`src/rtl/seg_scan_ctrl.sv`:
```
// seg_scan_ctrl
//   Multiplexed 7-segment display scanner with a double-buffered frame.
//   A frame (one nibble plus one blank bit per digit) is written into a
//   pending buffer. It moves to the active (displayed) buffer only while
//   the scanner is idle or at the end of a complete scan, so a scan never
//   mixes two frames. Each digit is preceded by GUARD all-anodes-off
//   cycles and then lit for DWELL cycles.
//
// Ports
//   clk, rst_n  : clock, asynchronous active-low reset
//   enable      : 1 = scan, 0 = display dark (next edge)
//   wr_valid/wr_ready/wr_data/wr_blank : frame write handshake
//   dec_bcd     : nibble sent to the shared external hex decoder
//   dec_seg     : decoder result for dec_bcd (active-low segments)
//   seg_n       : registered segment drive, active-low
//   an_n        : registered anode drive, active-low, one digit at a time
//   frame_done  : one-cycle pulse on the last cycle of a full scan
module seg_scan_ctrl #(
  parameter int NUM_DIGITS = 4,
  parameter int DWELL      = 50000,
  parameter int GUARD      = 2
) (
  input  logic                      clk,
  input  logic                      rst_n,
  input  logic                      enable,
  input  logic                      wr_valid,
  output logic                      wr_ready,
  input  logic [4*NUM_DIGITS-1:0]   wr_data,
  input  logic [NUM_DIGITS-1:0]     wr_blank,
  output logic [3:0]                dec_bcd,
  input  logic [6:0]                dec_seg,
  output logic [6:0]                seg_n,
  output logic [NUM_DIGITS-1:0]     an_n,
  output logic                      frame_done
);

  localparam int MAXC = (DWELL > GUARD) ? DWELL : GUARD;
  localparam int CW   = $clog2(MAXC) + 1;
  localparam int PW   = (NUM_DIGITS > 1) ? $clog2(NUM_DIGITS) : 1;

  localparam logic [CW-1:0] DWELL_LAST = CW'(DWELL - 1);
  localparam logic [CW-1:0] GUARD_LAST = CW'(GUARD - 1);
  localparam logic [PW-1:0] PTR_LAST   = PW'(NUM_DIGITS - 1);
  localparam logic [6:0]    SEG_DARK   = 7'h7F;

  typedef enum logic [1:0] {
    S_OFF,
    S_BLANK,
    S_SHOW
  } state_t;

  state_t                    state;
  logic [PW-1:0]             ptr;
  logic [CW-1:0]             cnt;
  logic [4*NUM_DIGITS-1:0]   active_data;
  logic [NUM_DIGITS-1:0]     active_blank;
  logic [4*NUM_DIGITS-1:0]   pend_data;
  logic [NUM_DIGITS-1:0]     pend_blank;
  logic                      pend_full;

  logic                      cur_blank;
  logic                      wrap;
  logic                      take;
  logic                      commit;

  // Select the active digit addressed by ptr (nibble and blank flag).
  always_comb begin
    dec_bcd   = '0;
    cur_blank = 1'b1;
    for (int unsigned i = 0; i < NUM_DIGITS; i++) begin
      if (ptr == PW'(i)) begin
        dec_bcd   = active_data[4*i +: 4];
        cur_blank = active_blank[i];
      end
    end
  end

  // A scan completes only if the scanner is still enabled on its last cycle.
  assign wrap       = (state == S_SHOW) && (cnt == DWELL_LAST) &&
                      (ptr == PTR_LAST) && enable;
  assign frame_done = wrap;
  assign wr_ready   = ~pend_full;
  assign take       = wr_valid & ~pend_full;
  // commit needs an already-full pending buffer, so a write accepted on the
  // wrap edge itself waits for the following wrap.
  assign commit     = pend_full & ((state == S_OFF) | wrap);

  always_ff @(posedge clk or negedge rst_n) begin
    if (!rst_n) begin
      state        <= S_OFF;
      ptr          <= '0;
      cnt          <= '0;
      active_data  <= '0;
      active_blank <= '1;
      pend_data    <= '0;
      pend_blank   <= '0;
      pend_full    <= 1'b0;
      an_n         <= '1;
      seg_n        <= SEG_DARK;
    end else begin
      // Frame buffers: commit and accept are exclusive (full vs. empty).
      if (commit) begin
        active_data  <= pend_data;
        active_blank <= pend_blank;
        pend_full    <= 1'b0;
      end else if (take) begin
        pend_data    <= wr_data;
        pend_blank   <= wr_blank;
        pend_full    <= 1'b1;
      end

      if (!enable) begin
        state <= S_OFF;
        ptr   <= '0;
        cnt   <= '0;
        an_n  <= '1;
        seg_n <= SEG_DARK;
      end else begin
        case (state)
          S_OFF: begin
            state <= S_BLANK;
            ptr   <= '0;
            cnt   <= '0;
            an_n  <= '1;
            seg_n <= SEG_DARK;
          end
          S_BLANK: begin
            if (cnt == GUARD_LAST) begin
              seg_n <= cur_blank ? SEG_DARK : dec_seg;
              an_n  <= ~(NUM_DIGITS'(1) << ptr);
              state <= S_SHOW;
              cnt   <= '0;
            end else begin
              cnt <= cnt + CW'(1);
            end
          end
          S_SHOW: begin
            if (cnt == DWELL_LAST) begin
              an_n  <= '1;
              state <= S_BLANK;
              cnt   <= '0;
              ptr   <= (ptr == PTR_LAST) ? '0 : ptr + PW'(1);
            end else begin
              cnt <= cnt + CW'(1);
            end
          end
          default: begin
            state <= S_OFF;
            ptr   <= '0;
            cnt   <= '0;
            an_n  <= '1;
            seg_n <= SEG_DARK;
          end
        endcase
      end
    end
  end

endmodule

```
`config.mk`:
```
export PLATFORM = sky130hd
export DESIGN_NAME = seg_scan_ctrl
export DESIGN_NICKNAME = d
export VERILOG_FILES = /design/src/rtl/seg_scan_ctrl.sv
export SDC_FILE = /design/constraint.sdc
export NUM_CORES = 1
export LEC_CHECK = 0
export CORE_MARGIN = 4
export CORE_UTILIZATION = 55
export DETAILED_ROUTE_END_ITERATION = 10
export GPL_ROUTABILITY_DRIVEN = 0
export PLACE_DENSITY = 0.83
export SLEW_MARGIN = 20
export SYNTH_ARGS = -nofsm -noshare
export SYNTH_HDL_FRONTEND = slang
export SYNTH_SLANG_ARGS = --single-unit
```
`constraint.sdc`:
```
create_clock -name clk -period 3.5 [get_ports clk]
set_clock_uncertainty 0.2 [all_clocks]
set_input_delay 0.35 -clock clk [delete_from_list [all_inputs] [get_ports clk]]
set_output_delay 0.35 -clock clk [all_outputs]
set_load 0.03 [all_outputs]
```
==> results.tsv <==
stage	metric	value	unit
worst_setup_path	largest incremental delay on the critical path	0.71	ns
place	placement-stage cell area	0.004290	mm^2
detailed_routing	first-pass iteration count of the detailed router	4	
min_path	min-delay worst type	in -> reg	
die	die outline width	90.77	um
synthesis	number of distinct library cell variants in the gate-level netlist after synthesis	41	
clock_tree	CTS Buf Count	9	
grt	first-pass GRT wire length	13.88	mm
detailed_routing	average detailed-routed wire length per instance	15.82	um
die	number of placement rows	29	
worst_setup_path	crit path kind	reg -> out	
detailed_routing	overall via count from detail_route	2884	
sta	worst-case headroom to the max-slew limit	0.4670	
final_layout	utilization after layout	0.6995	
place	total half-perimeter wirelength after legalization and detailed placement	5.489	mm
place	total of buffers placed on input and output ports	47	
grt	aggregate global-route resource usage	0.2118	
sta	final hold vios	0	
power	leakage power of the design	1.898	nW
sta	RSZ-0062 raised after global routing	no	
synthesis	synthesized netlist net count	421	
detailed_routing	count of nets left with antenna violations after detail routing	0	
flow_run	max-capacitance violation count	0	
detailed_routing	drt total wl	7.990	mm
worst_setup_path	worst path bufs/invs	1	
power	power density relative to cell area	763.7	mW/mm^2
worst_setup_path	type of element launching the critical path	flip-flop	
clock_tree	number of clock sinks seen by CTS	73	
synthesis	Async S/R FF share, synth	1.000	
worst_setup_path	delay-heaviest family, CP	simple AND/OR/NAND/NOR gates	
synthesis	Post-Synthesis Mean Instance Area	9.914	um^2
sta	Final Cycle Share	0.9136	
sta	aggregate negative setup slack	0	ns
sta	Worst Setup Slack, final	0.3025	ns
synthesis	fraction of post-synthesis cell area in the top cell type by area	0.3853	
sta	min cycle time layout	3.198	ns
power	VDD IR max	0.6292	mV
grt	number of antenna violations at the first check in global routing	0	
synthesis	synth top area cells	sky130_fd_sc_hd__dfrtp_1 (39%), sky130_fd_sc_hd__dfstp_2 (10%), sky130_fd_sc_hd__mux2_2 (6.0%), sky130_fd_sc_hd__nand2_1 (5.9%), sky130_fd_sc_hd__o211ai_1 (4.2%)	
synthesis	summed instance area of the synthesized netlist	0.003767	mm^2
sta	Slew Limit Fails	0	
clock_tree	maximum clock path buffer count	2	
sta	Slew @ Worst Pin	0.7995	ns
detailed_routing	per-cell via count in the routed design	5.711	
place	Setup WS pre-CTS	0.7062	ns
die	overall die area	0.008238	mm^2
clock_tree	clock slew at reported path FFs	0.07	ns
sta	number of setup violations in the final report	0	
synthesis	Synth Register Bits	73	
clock_tree	insertion delay of the later-clocked pin in the worst-skew pair	0.36	ns
synthesis	Yosys warning total	0	
worst_setup_path	CP endpoint kind	primary output	
final_layout	leading cell type in the layout, fill and taps excluded	sky130_fd_sc_hd__nand2_1	
final_layout	total non-filler cell area in the finished layout	0.004543	mm^2
grt	global-route track usage on met1	0.2625	
outcome	result of the run	finished, final reports clean	
grt	met2 usage	0.3484	
final_layout	Layout Area Growth over Synthesis	20.59	%
synthesis	sequential cell area fraction in the yosys report	0.4899	
worst_setup_path	data arrival time of the worst path	2.65	ns
detailed_routing	Detailed Route Iter0 Violations	110	
die	Core ar.	0.006495	mm^2
clock_tree	root buffer cell	sky130_fd_sc_hd__clkbuf_8	
place	placed cell count	488	
worst_setup_path	maximum fanout count along the critical path	11	
grt	global routing met3 resource utilization	0.03750	
grt	number of global-route vias before repair	2916	
die	effective utilization at floorplan	0.5800	
grt	largest net degree at the start of global routing	32	
synthesis	number of enable flip-flop cells after synthesis	0	
final_layout	Final #Nets	464	
worst_setup_path	series of cell instances along the critical path	ha_1, and4_1, nand4_2, nor2_1, clkdlybuf4s50_1	
synthesis	dominant register cell in the synthesized netlist	sky130_fd_sc_hd__dfrtp_1	
worst_setup_path	required time at the worst-slack endpoint	2.95	ns
clock_tree	clock tree from TritonCTS	yes	
detailed_routing	DRC	0	
grt	busiest layer in global routing	met2	
synthesis	cells after synthesis	380	
clock_tree	setup fix buffers added after clock tree synthesis	0	
final_layout	commonest cells after routing, fill and taps aside	sky130_fd_sc_hd__nand2_1 (59), sky130_fd_sc_hd__dfrtp_1 (58), sky130_fd_sc_hd__clkdlybuf4s50_1 (46)	
final_layout	share of cells above drive strength 1	0.1519	
clock_tree	number of levels the H-tree was split into	3	
final_layout	final antenna diode count	0	
grt	overflow left after global routing	0	
die	die height	90.77	um
die	number of top-level pins	48	
worst_setup_path	Worst path slowest cell	sky130_fd_sc_hd__clkdlybuf4s50_1	
final_layout	Non-Filler Instances	505	
sta	Max Fclk	312.7	MHz
synthesis	cell taking the most area after synthesis	sky130_fd_sc_hd__dfrtp_1	
registers in the layout, summed over array words and instances (netlist names):
name,cells
ptr,2
seg_n,7
pend_blank,4
cnt,17
active_data,16
state,2
an_n,4
pend_full,1
active_blank,4
pend_data,16
metrics by stage:
| step | hold WS (ns) | total power [mW] |
|---|---|---|
| after floorplan | -0.1456 | 2.282 |
| after global placement | 0.2290 | 2.619 |
| after detailed placement | 0.2370 | 2.670 |
| after CTS | 0.2932 | 3.500 |
| after global routing | 0.3158 | 3.724 |
| final | 0.3067 | 3.470 |
tightest hold or removal path: stages:
cell and delay [ns]:
sky130_fd_sc_hd__clkdlybuf4s50_1 0.39, sky130_fd_sc_hd__inv_1 0.05, sky130_fd_sc_hd__a31oi_1 0.07
layout make-up:
class                   instances  area, um^2
clock inverters                 6       105.1
flip-flops and latches         73        1846
fillers                       504        1952
clock buffers                  10       137.6
multi-input cells             267        1767
well taps                      77       96.34
repair buffers                 55       528.0
inverters                      17       63.81
synth_stat cells (all sizes together), types with 12 or more instances:
cell	number
xor2	12
nor2	16
inv	17
nor2b	22
mux2	25
o211ai	22
clkbuf	18
dfstp	15
o21ai	26
a21oi	20
dfrtp	58
nand2	59
where the power goes:
| group | total (mW) | leakage (nW) | switching [mW] | internal (mW) |
|---|---|---|---|---|
| Combinational | 1.29 | 0.892 | 0.699 | 0.595 |
| Clock | 0.803 | 0.126 | 0.314 | 0.489 |
| Sequential | 1.37 | 0.880 | 0.214 | 1.16 |
logic make-up after synthesis:
logic type,Yosys count,synth area share
and+or+nand+nor,134,0.1857
muxes,28,0.08270
xor gates and xnor gates,13,0.03022
adders and majority gates,10,0.03321
AOI/OAI and AO/OA,82,0.1372
DFF,73,0.4899
buffers and inverters,40,0.04118
repair_timing:
item,CTS,global route
hold endpoints to repair,26,0
hold buffers,1,0
resized for setup,0,0
per-layer routing:
layer / vias to the layer above / share of wire
met5: - / 0
met4: 0 / 0.028
met3: 22 / 0.038
met2: 74 / 0.49
met1: 1381 / 0.44
li1: 1407 / -
path summary, 6_finish.rpt:
path                                        startpoint                          end  slack [ns]  cells past startpoint
setup / recovery                      cnt[0]$_DFF_PN0_                   frame_done        0.30                      5
hold reg to reg            active_blank[0]$_DFFE_PN1P_  active_blank[0]$_DFFE_PN1P_        0.31                      2
setup reg to reg                    ptr[0]$_DFFE_PN0P_  active_data[13]$_DFFE_PN0P_        0.86                      5
max in group asynchronous                        rst_n         seg_n[2]$_DFFE_PN1P_        1.92                      3
hold / removal                              dec_seg[2]         seg_n[2]$_DFFE_PN1P_        0.31                      3
min in group asynchronous                        rst_n            cnt[10]$_DFF_PN0_        0.38                      2
Note: power is estimated with default switching activity, not from simulation.
